## src/rtl/uart_pkg.sv

```systemverilog
`default_nettype none
// ============================================================================
// uart_pkg : state encoding, data-width codes and parity helper for uart_tx_cfg
// Revision : 1.0
// ============================================================================
package uart_pkg;

   typedef enum logic [2:0] {
      ST_IDLE   = 3'd0,
      ST_START  = 3'd1,
      ST_DATA   = 3'd2,
      ST_PARITY = 3'd3,
      ST_STOP   = 3'd4
   } uart_state_t;

   localparam logic [1:0] DBITS_5 = 2'b00;
   localparam logic [1:0] DBITS_6 = 2'b01;
   localparam logic [1:0] DBITS_7 = 2'b10;
   localparam logic [1:0] DBITS_8 = 2'b11;

   function automatic logic [3:0] dbits_to_n(input logic [1:0] code);
      logic [3:0] n;
      case (code)
         DBITS_5: n = 4'd5;
         DBITS_6: n = 4'd6;
         DBITS_7: n = 4'd7;
         DBITS_8: n = 4'd8;
         default: n = 4'd8;
      endcase
      return n;
   endfunction

   // Even parity over the low nbits of data; seeding with odd gives odd parity.
   function automatic logic calc_parity(input logic [7:0] data,
                                        input logic [3:0] nbits,
                                        input logic       odd);
      logic p;
      p = odd;
      for (int i = 0; i < 8; i++) begin
         if (4'(i) < nbits) p = p ^ data[i];
      end
      return p;
   endfunction

endpackage
`default_nettype wire

```

## src/rtl/uart_tx_cfg.sv

```systemverilog
`default_nettype none
// ============================================================================
// uart_tx_cfg : runtime-configurable UART transmitter (5-8 data bits, 1/2 stop)
//               parity stage built only when UART_TX_PARITY_EN is defined
// Revision    : 1.0
// ============================================================================
module uart_tx_cfg
   import uart_pkg::*;
#(
   parameter int OVS = 16,
   parameter int DW  = 8
) (
   input  logic          clk,
   input  logic          rst_n,
   input  logic          tick,
   input  logic          in_valid,
   output logic          in_ready,
   input  logic [DW-1:0] in_data,
   input  logic [1:0]    cfg_dbits,
   input  logic          cfg_stop2,
   input  logic          cfg_par_en,
   input  logic          cfg_par_odd,
   output logic          tx,
   output logic          tx_busy,
   output logic          tx_done
);

   localparam int            CW        = (OVS > 1) ? $clog2(OVS) : 1;
   localparam logic [CW-1:0] TICK_LAST = CW'(OVS - 1);

   uart_state_t   state_q, state_d;
   logic [CW-1:0] tcnt_q, tcnt_d;
   logic [2:0]    bcnt_q, bcnt_d;
   logic [7:0]    shift_q, shift_d;
   logic [1:0]    dbits_q, dbits_d;
   logic          stop2_q, stop2_d;
   logic          par_en_q, par_en_d;
   logic          par_bit_q, par_bit_d;
   logic          tx_q, tx_d;
   logic          busy_q, busy_d;
   logic          done_q, done_d;

   logic [7:0]    data8;
   logic          bit_end;
   logic [2:0]    last_dbit;

   generate
      if (DW >= 8) begin : g_data_wide
         assign data8 = in_data[7:0];
         if (DW > 8) begin : g_data_extra
            logic unused_hi;
            assign unused_hi = ^in_data[DW-1:8];
         end
      end else begin : g_data_narrow
         assign data8 = {{(8-DW){1'b0}}, in_data};
      end
   endgenerate

`ifndef UART_TX_PARITY_EN
   logic unused_par;
   assign unused_par = cfg_par_en ^ cfg_par_odd;
`endif

   assign bit_end   = tick && (tcnt_q == TICK_LAST);
   assign last_dbit = 3'(dbits_to_n(dbits_q) - 4'd1);

   always_comb begin
      state_d   = state_q;
      tcnt_d    = tcnt_q;
      bcnt_d    = bcnt_q;
      shift_d   = shift_q;
      dbits_d   = dbits_q;
      stop2_d   = stop2_q;
      par_en_d  = par_en_q;
      par_bit_d = par_bit_q;
      tx_d      = tx_q;
      done_d    = 1'b0;

      if (state_q != ST_IDLE && tick) begin
         tcnt_d = bit_end ? '0 : tcnt_q + 1'b1;
      end

      case (state_q)
         ST_IDLE: begin
            tx_d = 1'b1;
            if (in_valid) begin
               state_d = ST_START;
               tx_d    = 1'b0;
               tcnt_d  = '0;
               bcnt_d  = '0;
               shift_d = data8;
               dbits_d = cfg_dbits;
               stop2_d = cfg_stop2;
`ifdef UART_TX_PARITY_EN
               par_en_d  = cfg_par_en;
               par_bit_d = calc_parity(data8, dbits_to_n(cfg_dbits), cfg_par_odd);
`else
               par_en_d  = 1'b0;
               par_bit_d = 1'b0;
`endif
            end
         end
         ST_START: begin
            if (bit_end) begin
               state_d = ST_DATA;
               tx_d    = shift_q[0];
            end
         end
         ST_DATA: begin
            if (bit_end) begin
               if (bcnt_q == last_dbit) begin
                  bcnt_d = '0;
                  if (par_en_q) begin
                     state_d = ST_PARITY;
                     tx_d    = par_bit_q;
                  end else begin
                     state_d = ST_STOP;
                     tx_d    = 1'b1;
                  end
               end else begin
                  bcnt_d  = bcnt_q + 3'd1;
                  shift_d = {1'b0, shift_q[7:1]};
                  tx_d    = shift_q[1];
               end
            end
         end
         ST_PARITY: begin
            if (bit_end) begin
               state_d = ST_STOP;
               tx_d    = 1'b1;
               bcnt_d  = '0;
            end
         end
         ST_STOP: begin
            // bcnt doubles as the stop-bit index for two-stop frames
            if (bit_end) begin
               if (stop2_q && bcnt_q == 3'd0) begin
                  bcnt_d = 3'd1;
               end else begin
                  state_d = ST_IDLE;
                  bcnt_d  = '0;
                  done_d  = 1'b1;
               end
            end
         end
         default: begin
            state_d = ST_IDLE;
            tx_d    = 1'b1;
         end
      endcase

      busy_d = (state_d != ST_IDLE);
   end

   always_ff @(posedge clk or negedge rst_n) begin
      if (!rst_n) begin
         state_q   <= ST_IDLE;
         tcnt_q    <= '0;
         bcnt_q    <= '0;
         shift_q   <= '0;
         dbits_q   <= '0;
         stop2_q   <= 1'b0;
         par_en_q  <= 1'b0;
         par_bit_q <= 1'b0;
         tx_q      <= 1'b1;
         busy_q    <= 1'b0;
         done_q    <= 1'b0;
      end else begin
         state_q   <= state_d;
         tcnt_q    <= tcnt_d;
         bcnt_q    <= bcnt_d;
         shift_q   <= shift_d;
         dbits_q   <= dbits_d;
         stop2_q   <= stop2_d;
         par_en_q  <= par_en_d;
         par_bit_q <= par_bit_d;
         tx_q      <= tx_d;
         busy_q    <= busy_d;
         done_q    <= done_d;
      end
   end

   assign in_ready = (state_q == ST_IDLE);
   assign tx       = tx_q;
   assign tx_busy  = busy_q;
   assign tx_done  = done_q;

endmodule
`default_nettype wire
```

## config.mk

```make
export PLATFORM = sky130hd
export DESIGN_NAME = uart_tx_cfg
export DESIGN_NICKNAME = d
export VERILOG_FILES = /design/src/rtl/uart_pkg.sv /design/src/rtl/uart_tx_cfg.sv
export SDC_FILE = /design/constraint.sdc
export NUM_CORES = 1
export LEC_CHECK = 0
export ABC_AREA = 1
export ABC_CLOCK_PERIOD_IN_PS = 3100
export CAP_MARGIN = 20
export CORE_MARGIN = 2
export CORE_UTILIZATION = 40
export CTS_BUF_LIST = sky130_fd_sc_hd__clkbuf_8
export DETAILED_ROUTE_END_ITERATION = 8
export PLACE_DENSITY = 0.65
export SETUP_SLACK_MARGIN = 0.2
export SLEW_MARGIN = 20
export SYNTH_ARGS = -nofsm -noshare
export SYNTH_HDL_FRONTEND = slang
export SYNTH_SLANG_ARGS = --single-unit
```

## constraint.sdc

```tcl
create_clock -name clk -period 3.1 [get_ports clk]
set_input_delay 0.62 -clock clk [delete_from_list [all_inputs] [get_ports clk]]
set_output_delay 0.62 -clock clk [all_outputs]
set_load 0.05 [all_outputs]
```

==> impl_results.html, run 1 <==
<table>
<tr><th>Metric</th><th>Value</th></tr>
<tr><th colspan="2">CTS</th></tr>
<tr><td>Number of buffers added to fix hold violations after cts</td><td>0</td></tr>
<tr><td>Max Root-Sink Buffers</td><td>2</td></tr>
<tr><td>Total CTS buffers</td><td>3</td></tr>
<tr><td>Clock transition at the registers of the reported paths</td><td>0.08 ns</td></tr>
<tr><td>Cell at the root of the clock tree</td><td>sky130_fd_sc_hd__clkbuf_8</td></tr>
<tr><td>Number of gates given a new drive strength after cts</td><td>0</td></tr>
<tr><td>H-tree levels</td><td>1</td></tr>
<tr><td>Number of post-CTS setup repair buffers</td><td>0</td></tr>
<tr><td>Clock latency at the later pin of the worst-skew pair</td><td>0.27 ns</td></tr>
<tr><td>CTS Sinks</td><td>24</td></tr>
<tr><td>Clock tree from TritonCTS</td><td>built</td></tr>
<tr><th colspan="2">Critical path</th></tr>
<tr><td>Endpoint kind of the worst setup timing path</td><td>output pin</td></tr>
<tr><td>Category of the worst setup path launch point</td><td>register</td></tr>
<tr><td>Worst path slowest cell</td><td>sky130_fd_sc_hd__clkdlybuf4s50_1</td></tr>
<tr><td>Worst setup path class</td><td>register to output pin</td></tr>
<tr><td>Worst setup slack for register-to-register paths</td><td>1.53 ns</td></tr>
<tr><td>Ordered list of cells on the worst path</td><td>nor2_4 &gt; nand2_1 &gt; inv_1 &gt; clkdlybuf4s50_1</td></tr>
<tr><td>CP delay by family, top</td><td>buffers and inverters</td></tr>
<tr><td>R2r endpoint</td><td>shift_q[4]</td></tr>
<tr><td>Largest fanout on the critical path</td><td>7</td></tr>
<tr><td>Highest cell delay on the worst timing path</td><td>0.80 ns</td></tr>
<tr><td>Crit path to</td><td>in_ready</td></tr>
<tr><td>Launch point of the worst path</td><td>state_q[2]</td></tr>
<tr><td>Cell depth of the worst setup path</td><td>4</td></tr>
<tr><td>Arrival time worst endpoint</td><td>1.92 ns</td></tr>
<tr><td>Cell depth of the worst flop-to-flop path</td><td>8</td></tr>
<tr><td>Buf+Inv Stages, Crit Path</td><td>2</td></tr>
<tr><td>Data required time of the critical path</td><td>2.48 ns</td></tr>
<tr><td>R2r startpoint</td><td>tcnt_q[0]</td></tr>
<tr><th colspan="2">Finish</th></tr>
<tr><td>Number of inserted diodes</td><td>0</td></tr>
<tr><td>Fill cells</td><td>341</td></tr>
<tr><td>Share of cells above drive strength 1</td><td>0.102</td></tr>
<tr><td>Layout-stage area growth over the synthesis result</td><td>20.7%</td></tr>
<tr><td>Final #Nets</td><td>207</td></tr>
<tr><th colspan="2">Timing</th></tr>
<tr><td>Number of failing hold endpoints at the final stage</td><td>0</td></tr>
<tr><td>Slew @ Worst Pin</td><td>0.491 ns</td></tr>
<tr><td>Unrepaired setup endpoints after global routing</td><td>false</td></tr>
<tr><td>Worst Hold Slack</td><td>0.472 ns</td></tr>
<tr><td>Aggregate negative setup slack</td><td>0 ns</td></tr>
<tr><td>Tcrit/Tclk final</td><td>0.820</td></tr>
<tr><td>Worst slew margin relative to its limit</td><td>0.672</td></tr>
<tr><td>Max Fclk</td><td>0.393 GHz</td></tr>
<tr><td>Count of pins over their slew limit</td><td>0</td></tr>
<tr><td>Number of setup violations in the final report</td><td>0</td></tr>
<tr><td>Worst clock skew on the final layout</td><td>0.00405 ns</td></tr>
<tr><td>Fin crit period</td><td>2.54 ns</td></tr>
<tr><th colspan="2">Detailed routing</th></tr>
<tr><td>Via-to-Cell Ratio</td><td>4.78</td></tr>
<tr><td>Length of routed met3 wiring</td><td>94 um</td></tr>
<tr><td>Wire length after detailed routing</td><td>2600 um</td></tr>
<tr><td>First-pass iteration count of the detailed router</td><td>4</td></tr>
<tr><td>Routed length on met1</td><td>1220 um</td></tr>
<tr><td>Vias post-DR</td><td>1110</td></tr>
<tr><td>Residual DRC count</td><td>0</td></tr>
<tr><td>Antenna violation net count after detailed routing</td><td>0</td></tr>
<tr><td>Highest signal layer in the routed design</td><td>met4</td></tr>
<tr><td>Wire length on met2</td><td>1270 um</td></tr>
<tr><td>First-iteration detailed-routing DRC count</td><td>73</td></tr>
<tr><td>Routed length per instance</td><td>11.2 um</td></tr>
<tr><th colspan="2">Synthesis</th></tr>
<tr><td>Cells taking the most area after synthesis</td><td>sky130_fd_sc_hd__dfrtp_1 (43%), sky130_fd_sc_hd__nand2_1 (13%), sky130_fd_sc_hd__nand3_1 (5.2%)</td></tr>
<tr><td>Synthesized flop and latch total</td><td>24</td></tr>
<tr><td>Number of distinct library cell variants in the gate-level netlist after synthesis</td><td>27</td></tr>
<tr><td>Warnings from Yosys</td><td>0</td></tr>
<tr><td>Post-synthesis cell count</td><td>164</td></tr>
<tr><td>Synth Cell Area</td><td>1350 sq um</td></tr>
<tr><td>Average size of a mapped cell</td><td>8.20 sq um</td></tr>
<tr><td>Portion of synthesized cell area occupied by the leading cell type</td><td>0.428</td></tr>
<tr><td>Synth Net Count</td><td>184</td></tr>
<tr><td>Sequential share of the synthesized area</td><td>0.447</td></tr>
<tr><td>Library cell with the largest summed area after synthesis</td><td>sky130_fd_sc_hd__dfrtp_1</td></tr>
<tr><th colspan="2">Global route</th></tr>
<tr><td>GRT Overall Usage</td><td>0.158</td></tr>
<tr><td>Number of antenna violations at the first check in global routing</td><td>0</td></tr>
<tr><td>Number of global-route vias before repair</td><td>1090</td></tr>
<tr><td>Wire length of the first global-routing pass</td><td>4570 um</td></tr>
<tr><td>Maximum number of pins on one net before global-route repair</td><td>25</td></tr>
<tr><td>Total grt overflow</td><td>0</td></tr>
<tr><th colspan="2">Die</th></tr>
<tr><td>Starting density of the core</td><td>0.410</td></tr>
<tr><td>Count of boundary I/O pins</td><td>21</td></tr>
<tr><td>Rows</td><td>21</td></tr>
<tr><td>Die H</td><td>62.0 um</td></tr>
<tr><td>Area enclosed by the die boundary</td><td>3840 sq um</td></tr>
<tr><td>Core outline area</td><td>3280 sq um</td></tr>
<tr><td>Die Wd</td><td>62.0 um</td></tr>
<tr><th colspan="2">Outcome</th></tr>
<tr><td>Outcome</td><td>finished, final reports clean</td></tr>
<tr><th colspan="2">Hold path</th></tr>
<tr><td>Hold/Removal Path Class</td><td>register to register</td></tr>
<tr><th colspan="2">Job</th></tr>
<tr><td>Max capacitance violation total</td><td>0</td></tr>
<tr><th colspan="2">Power and ir drop</th></tr>
<tr><td>Power per unit of standard cell area</td><td>591 nW/um^2</td></tr>
<tr><td>Leakage power summed over all cells</td><td>0.774 nW</td></tr>
<tr><td>Peak supply drop</td><td>0.217 mV</td></tr>
<tr><th colspan="2">Placement</th></tr>
<tr><td>Detailed placer's ending HPWL</td><td>1950 um</td></tr>
<tr><td># port buffers</td><td>18</td></tr>
<tr><td>Final RePlAce weighted congestion</td><td>0.891</td></tr>
</table>
[final cells by class]
class	instances	area [sq um]	share of cell area
Clock buffer	3	41.3	0.0254
Clock inverter	1	3.75	0.00231
Inverter	20	77.6	0.0478
Multi-Input combinational cell	119	654	0.403
Sequential cell	24	602	0.371
Tap cell	46	57.6	0.0354
Timing Repair Buffer	19	188	0.116
[worst min-delay path by stage]
stage / startpoint / to / slack (ns) / cells past startpoint
detailed placement: tx / tx / 0.46 / 2
floorplan: rst_n / bcnt_q[0] / 0.32 / 0
global route: tx / tx / 0.49 / 2
finish: tx / tx / 0.47 / 2
global placement: shift_q[0] / shift_q[0] / 0.45 / 2
CTS: tx / tx / 0.48 / 2
[worst reg2reg max path, stage by stage, from the launching register on]
cell	delay [ns]
sky130_fd_sc_hd__dfrtp_1	0.38
sky130_fd_sc_hd__ha_1	0.20
sky130_fd_sc_hd__nand3_1	0.10
sky130_fd_sc_hd__nor2_1	0.31
sky130_fd_sc_hd__nor2_2	0.08
sky130_fd_sc_hd__nor2_4	0.12
sky130_fd_sc_hd__nand2_4	0.12
sky130_fd_sc_hd__nand2_1	0.09
sky130_fd_sc_hd__o21ai_1	0.06
[layout by cell type, fill, tap and decap left out, drive strengths merged, types with 2 or more instances in the layout]
cell           instances
nor2                  13
mux2i                  6
a21oi                  5
clkdlybuf4s50         18
nand2                 50
ha                     3
xor2                   2
nor3                   2
clkbuf                 3
mux2                   2
o21ai                 15
nand3b                 2
nand4                  2
nand3                 15
dfrtp                 23
inv                   21
[logic make-up after synthesis]
kind of cell | count (synthesis) | share of synthesized area
AOI/OAI and AO/OA | 20 | 0.0828
DFF | 24 | 0.447
adders and majority gates | 3 | 0.0279
xor gates and xnor gates | 3 | 0.0195
buffers and inverters | 21 | 0.0660
muxes | 8 | 0.0614
and+or+nand+nor | 85 | 0.295
[metal layers]
| metal | global-route usage | vias to the layer above |
|---|---|---|
| li1 | - | 576 |
| met1 | 0.196 | 508 |
| met2 | 0.278 | 24 |
| met3 | 0.0311 | 2 |
| met4 | 0.0456 | 0 |
| met5 | 0 | - |
[Yosys cell counts, drive strengths merged]
| cell | n |
|---|---|
| a21oi | 5 |
| dfstp | 1 |
| nand4 | 2 |
| mux2i | 6 |
| dfrtp | 23 |
| mux2 | 2 |
| nand3b | 2 |
| xor2 | 2 |
| nand3 | 15 |
| ha | 3 |
| o21ai | 15 |
| nor3b | 1 |
| buf | 1 |
| nand2 | 50 |
| nor3 | 2 |
| inv | 20 |
| xnor2 | 1 |
| nor2 | 13 |
[state kept, by name (all words and copies together), names as in the netlist]
signal   count
tx_busy      1
stop2_q      1
tcnt_q       4
bcnt_q       3
dbits_q      2
state_q      3
tx_done      1
shift_q      8
tx           1
[power by group]
part           total (W)  switching, W  internal [W]
Sequential      0.000426     0.0000529      0.000373
Clock           0.000190      0.000102     0.0000887
Combinational   0.000343      0.000205      0.000138
[per-stage QoR]
stage | setup slack (ns) | cells | cell area (sq um) | utilization | total power, W
2_1_floorplan | 1.42 | 164 | 1350 | - | 0.000691
3_3_place_gp | 0.882 | 228 | 1580 | 0.481 | 0.000761
3_5_place_dp | 0.861 | 228 | 1580 | 0.481 | 0.000778
4_1_cts | 0.558 | 232 | 1620 | 0.494 | 0.000970
5_1_grt | 0.484 | 232 | 1620 | 0.494 | 0.00104
6_report | 0.558 | 232 | 1620 | 0.494 | 0.000960
Note: power is estimated with default switching activity, not from simulation.
==> inputs of run 2 (changes only) <==
--- a/config.mk
+++ b/config.mk
@@ -6,7 +6,7 @@
 export NUM_CORES = 1
 export LEC_CHECK = 0
 export ABC_AREA = 1
-export ABC_CLOCK_PERIOD_IN_PS = 3100
+export ABC_CLOCK_PERIOD_IN_PS = 2400
 export CAP_MARGIN = 20
 export CORE_MARGIN = 2
 export CORE_UTILIZATION = 40
==> constraint.sdc (replaced) <==
create_clock -name clk -period 2.4 [get_ports clk]
set_input_delay 0.48 -clock clk [delete_from_list [all_inputs] [get_ports clk]]
set_output_delay 0.48 -clock clk [all_outputs]
set_load 0.05 [all_outputs]
==> impl_results.html, run 2 (synthesized netlist as in run 1, its figures left out) <==
<table>
<tr><th>Metric</th><th>Value</th></tr>
<tr><th colspan="2">Job</th></tr>
<tr><td>Max capacitance violation total</td><td>0</td></tr>
<tr><th colspan="2">Timing</th></tr>
<tr><td>Number of setup violations in the final report</td><td>0</td></tr>
<tr><td>Max Fclk</td><td>0.485 GHz</td></tr>
<tr><td>Number of failing hold endpoints at the final stage</td><td>0</td></tr>
<tr><td>Fin crit period</td><td>2.06 ns</td></tr>
<tr><td>Count of pins over their slew limit</td><td>0</td></tr>
<tr><td>Slew @ Worst Pin</td><td>0.492 ns</td></tr>
<tr><td>Worst slew margin relative to its limit</td><td>0.671</td></tr>
<tr><td>Worst clock skew on the final layout</td><td>0.00437 ns</td></tr>
<tr><td>Aggregate negative setup slack</td><td>0 ns</td></tr>
<tr><td>Final worst-path setup slack</td><td>0.339 ns</td></tr>
<tr><td>Tcrit/Tclk final</td><td>0.859</td></tr>
<tr><td>Unrepaired setup endpoints after global routing</td><td>false</td></tr>
<tr><th colspan="2">CTS</th></tr>
<tr><td>Clock tree from TritonCTS</td><td>built</td></tr>
<tr><td>Number of gates given a new drive strength after cts</td><td>0</td></tr>
<tr><td>Clock transition at the registers of the reported paths</td><td>0.08 ns</td></tr>
<tr><td>Max Root-Sink Buffers</td><td>2</td></tr>
<tr><td>Cell at the root of the clock tree</td><td>sky130_fd_sc_hd__clkbuf_8</td></tr>
<tr><td>Total CTS buffers</td><td>3</td></tr>
<tr><td>CTS Sinks</td><td>24</td></tr>
<tr><td>Clock latency at the later pin of the worst-skew pair</td><td>0.26 ns</td></tr>
<tr><td>H-tree levels</td><td>1</td></tr>
<tr><td>Number of post-CTS setup repair buffers</td><td>0</td></tr>
<tr><td>Number of buffers added to fix hold violations after cts</td><td>0</td></tr>
<tr><th colspan="2">Power and ir drop</th></tr>
<tr><td>Power per unit of standard cell area</td><td>771 nW/um^2</td></tr>
<tr><td>Peak supply drop</td><td>0.239 mV</td></tr>
<tr><td>Leakage power summed over all cells</td><td>0.778 nW</td></tr>
<tr><th colspan="2">Placement</th></tr>
<tr><td># port buffers</td><td>18</td></tr>
<tr><td>Worst setup timing slack at the placement stage</td><td>0.446 ns</td></tr>
<tr><td>Final RePlAce weighted congestion</td><td>0.843</td></tr>
<tr><td>Detailed placer's ending HPWL</td><td>2070 um</td></tr>
<tr><th colspan="2">Hold path</th></tr>
<tr><td>Hold/Removal Path Class</td><td>register to register</td></tr>
<tr><th colspan="2">Critical path</th></tr>
<tr><td>Ordered list of cells on the worst path</td><td>clkdlybuf4s50_1</td></tr>
<tr><td>Data required time of the critical path</td><td>1.92 ns</td></tr>
<tr><td>Worst path slowest cell</td><td>sky130_fd_sc_hd__clkdlybuf4s50_1</td></tr>
<tr><td>Arrival time worst endpoint</td><td>1.58 ns</td></tr>
<tr><td>Buf+Inv Stages, Crit Path</td><td>1</td></tr>
<tr><td>Endpoint kind of the worst setup timing path</td><td>output pin</td></tr>
<tr><td>CP delay by family, top</td><td>buffers and inverters</td></tr>
<tr><td>Worst setup path class</td><td>register to output pin</td></tr>
<tr><td>Largest fanout on the critical path</td><td>2</td></tr>
<tr><td>Category of the worst setup path launch point</td><td>register</td></tr>
<tr><td>Highest cell delay on the worst timing path</td><td>0.79 ns</td></tr>
<tr><th colspan="2">Finish</th></tr>
<tr><td>Biggest register</td><td>shift_q</td></tr>
<tr><td>Most used cells in the layout excluding fill and tap cells</td><td>sky130_fd_sc_hd__nand2_1 (47), sky130_fd_sc_hd__dfrtp_1 (23), sky130_fd_sc_hd__inv_1 (18), sky130_fd_sc_hd__clkdlybuf4s50_1 (17), sky130_fd_sc_hd__nand3_1 (14)</td></tr>
<tr><td>Sequential Area</td><td>602 sq um</td></tr>
<tr><td>Number of inserted diodes</td><td>0</td></tr>
<tr><td>Layout-stage area growth over the synthesis result</td><td>21.3%</td></tr>
<tr><td>Share of cells above drive strength 1</td><td>0.113</td></tr>
<tr><td>Final #Nets</td><td>207</td></tr>
<tr><td>Largest registers</td><td>shift_q (8), tcnt_q (4)</td></tr>
<tr><td>Footprint of the multi-input gates</td><td>654 sq um</td></tr>
<tr><td>Fill cells</td><td>337</td></tr>
<tr><td>Most frequent standard cell in the layout excluding fill and tap cells</td><td>sky130_fd_sc_hd__nand2_1</td></tr>
<tr><td>Flip-flop count of the largest register after layout</td><td>8</td></tr>
<tr><th colspan="2">Detailed routing</th></tr>
<tr><td>Wire length after detailed routing</td><td>2640 um</td></tr>
<tr><td>Residual DRC count</td><td>0</td></tr>
<tr><td>First-pass iteration count of the detailed router</td><td>4</td></tr>
<tr><td>First-iteration detailed-routing DRC count</td><td>33</td></tr>
<tr><td>Antenna violation net count after detailed routing</td><td>0</td></tr>
<tr><td>Routed length per instance</td><td>11.4 um</td></tr>
<tr><td>Vias post-DR</td><td>1120</td></tr>
<tr><td>Via-to-Cell Ratio</td><td>4.83</td></tr>
<tr><th colspan="2">Die</th></tr>
<tr><td>Die H</td><td>62.0 um</td></tr>
<tr><td>Core outline area</td><td>3280 sq um</td></tr>
<tr><td>Rows</td><td>21</td></tr>
<tr><td>Area enclosed by the die boundary</td><td>3840 sq um</td></tr>
<tr><td>Starting density of the core</td><td>0.410</td></tr>
<tr><td>Die Wd</td><td>62.0 um</td></tr>
<tr><td>Count of boundary I/O pins</td><td>21</td></tr>
<tr><th colspan="2">Global route</th></tr>
<tr><td>Number of global-route vias before repair</td><td>1134</td></tr>
<tr><td>Maximum number of pins on one net before global-route repair</td><td>25</td></tr>
<tr><td>GRT Overall Usage</td><td>0.158</td></tr>
<tr><td>Wire length of the first global-routing pass</td><td>4460 um</td></tr>
<tr><td>Total grt overflow</td><td>0</td></tr>
<tr><td>Number of antenna violations at the first check in global routing</td><td>0</td></tr>
<tr><th colspan="2">Outcome</th></tr>
<tr><td>Outcome</td><td>finished, final reports clean</td></tr>
</table>
-- run 2: cell types whose count changed in the layout (fill, tap and decap cells not counted), sizes merged --
cell,before,now
clkbuf,3,4
buf,1,2
clkdlybuf4s50,18,17
inv,21,20
-- run 2: stage by stage --
stage / util / hold WS [ns] / area [sq um] / total power [W] / instances
6_report: 0.497 / 0.470 / 1630 / 0.00126 / 232
5_1_grt: 0.497 / 0.488 / 1630 / 0.00137 / 232
4_1_cts: 0.497 / 0.475 / 1630 / 0.00128 / 232
3_5_place_dp: 0.480 / 0.461 / 1580 / 0.00100 / 228
3_3_place_gp: 0.480 / 0.452 / 1580 / 0.000984 / 228
2_1_floorplan: - / 0.184 / 1350 / 0.000892 / 164
-- run 2: layout make-up --
type,count,share of cell area
multi-input combinational,119,0.401
clock buffer,4,0.0337
sequential,24,0.369
timing repair buffer,19,0.113
tap,46,0.0353
inverter,20,0.0475
-- run 2: worst paths after layout --
path,from,to,slack (ns),depth (start not counted)
max,tx,tx,0.34,1
min,tx,tx,0.47,2
max reg2reg,tcnt_q[0],shift_q[5],0.83,8
min reg2reg,tx,tx,0.47,2
max in group asynchronous,rst_n,tx,1.53,2
min in group asynchronous,rst_n,dbits_q[1],0.57,2
-- run 2: where the power goes --
group	switching (W)	internal (W)	leakage [nW]	total [W]
registers	0.0000656	0.000482	0.303	0.000548
clock network	0.000120	0.000146	0.0288	0.000266
logic	0.000267	0.000178	0.446	0.000445
-- run 2: per-layer routing --
layer	vias to the layer above	GRT usage	share of wire	routed length [um]
met3	2	0.0248	0.028	73
met1	530	0.174	0.44	1170
met5	-	0	0	0
met2	14	0.302	0.52	1380
li1	574	-	-	-
met4	0	0.0517	0.0072	19
-- run 2: worst register-to-register path, delay by kind of cell (launching register included) --
family,cells,cell delay [ns]
AOI/OAI and AO/OA,1,0.06
and+or+nand+nor,6,0.80
adders and majority gates,1,0.21
DFF,1,0.38
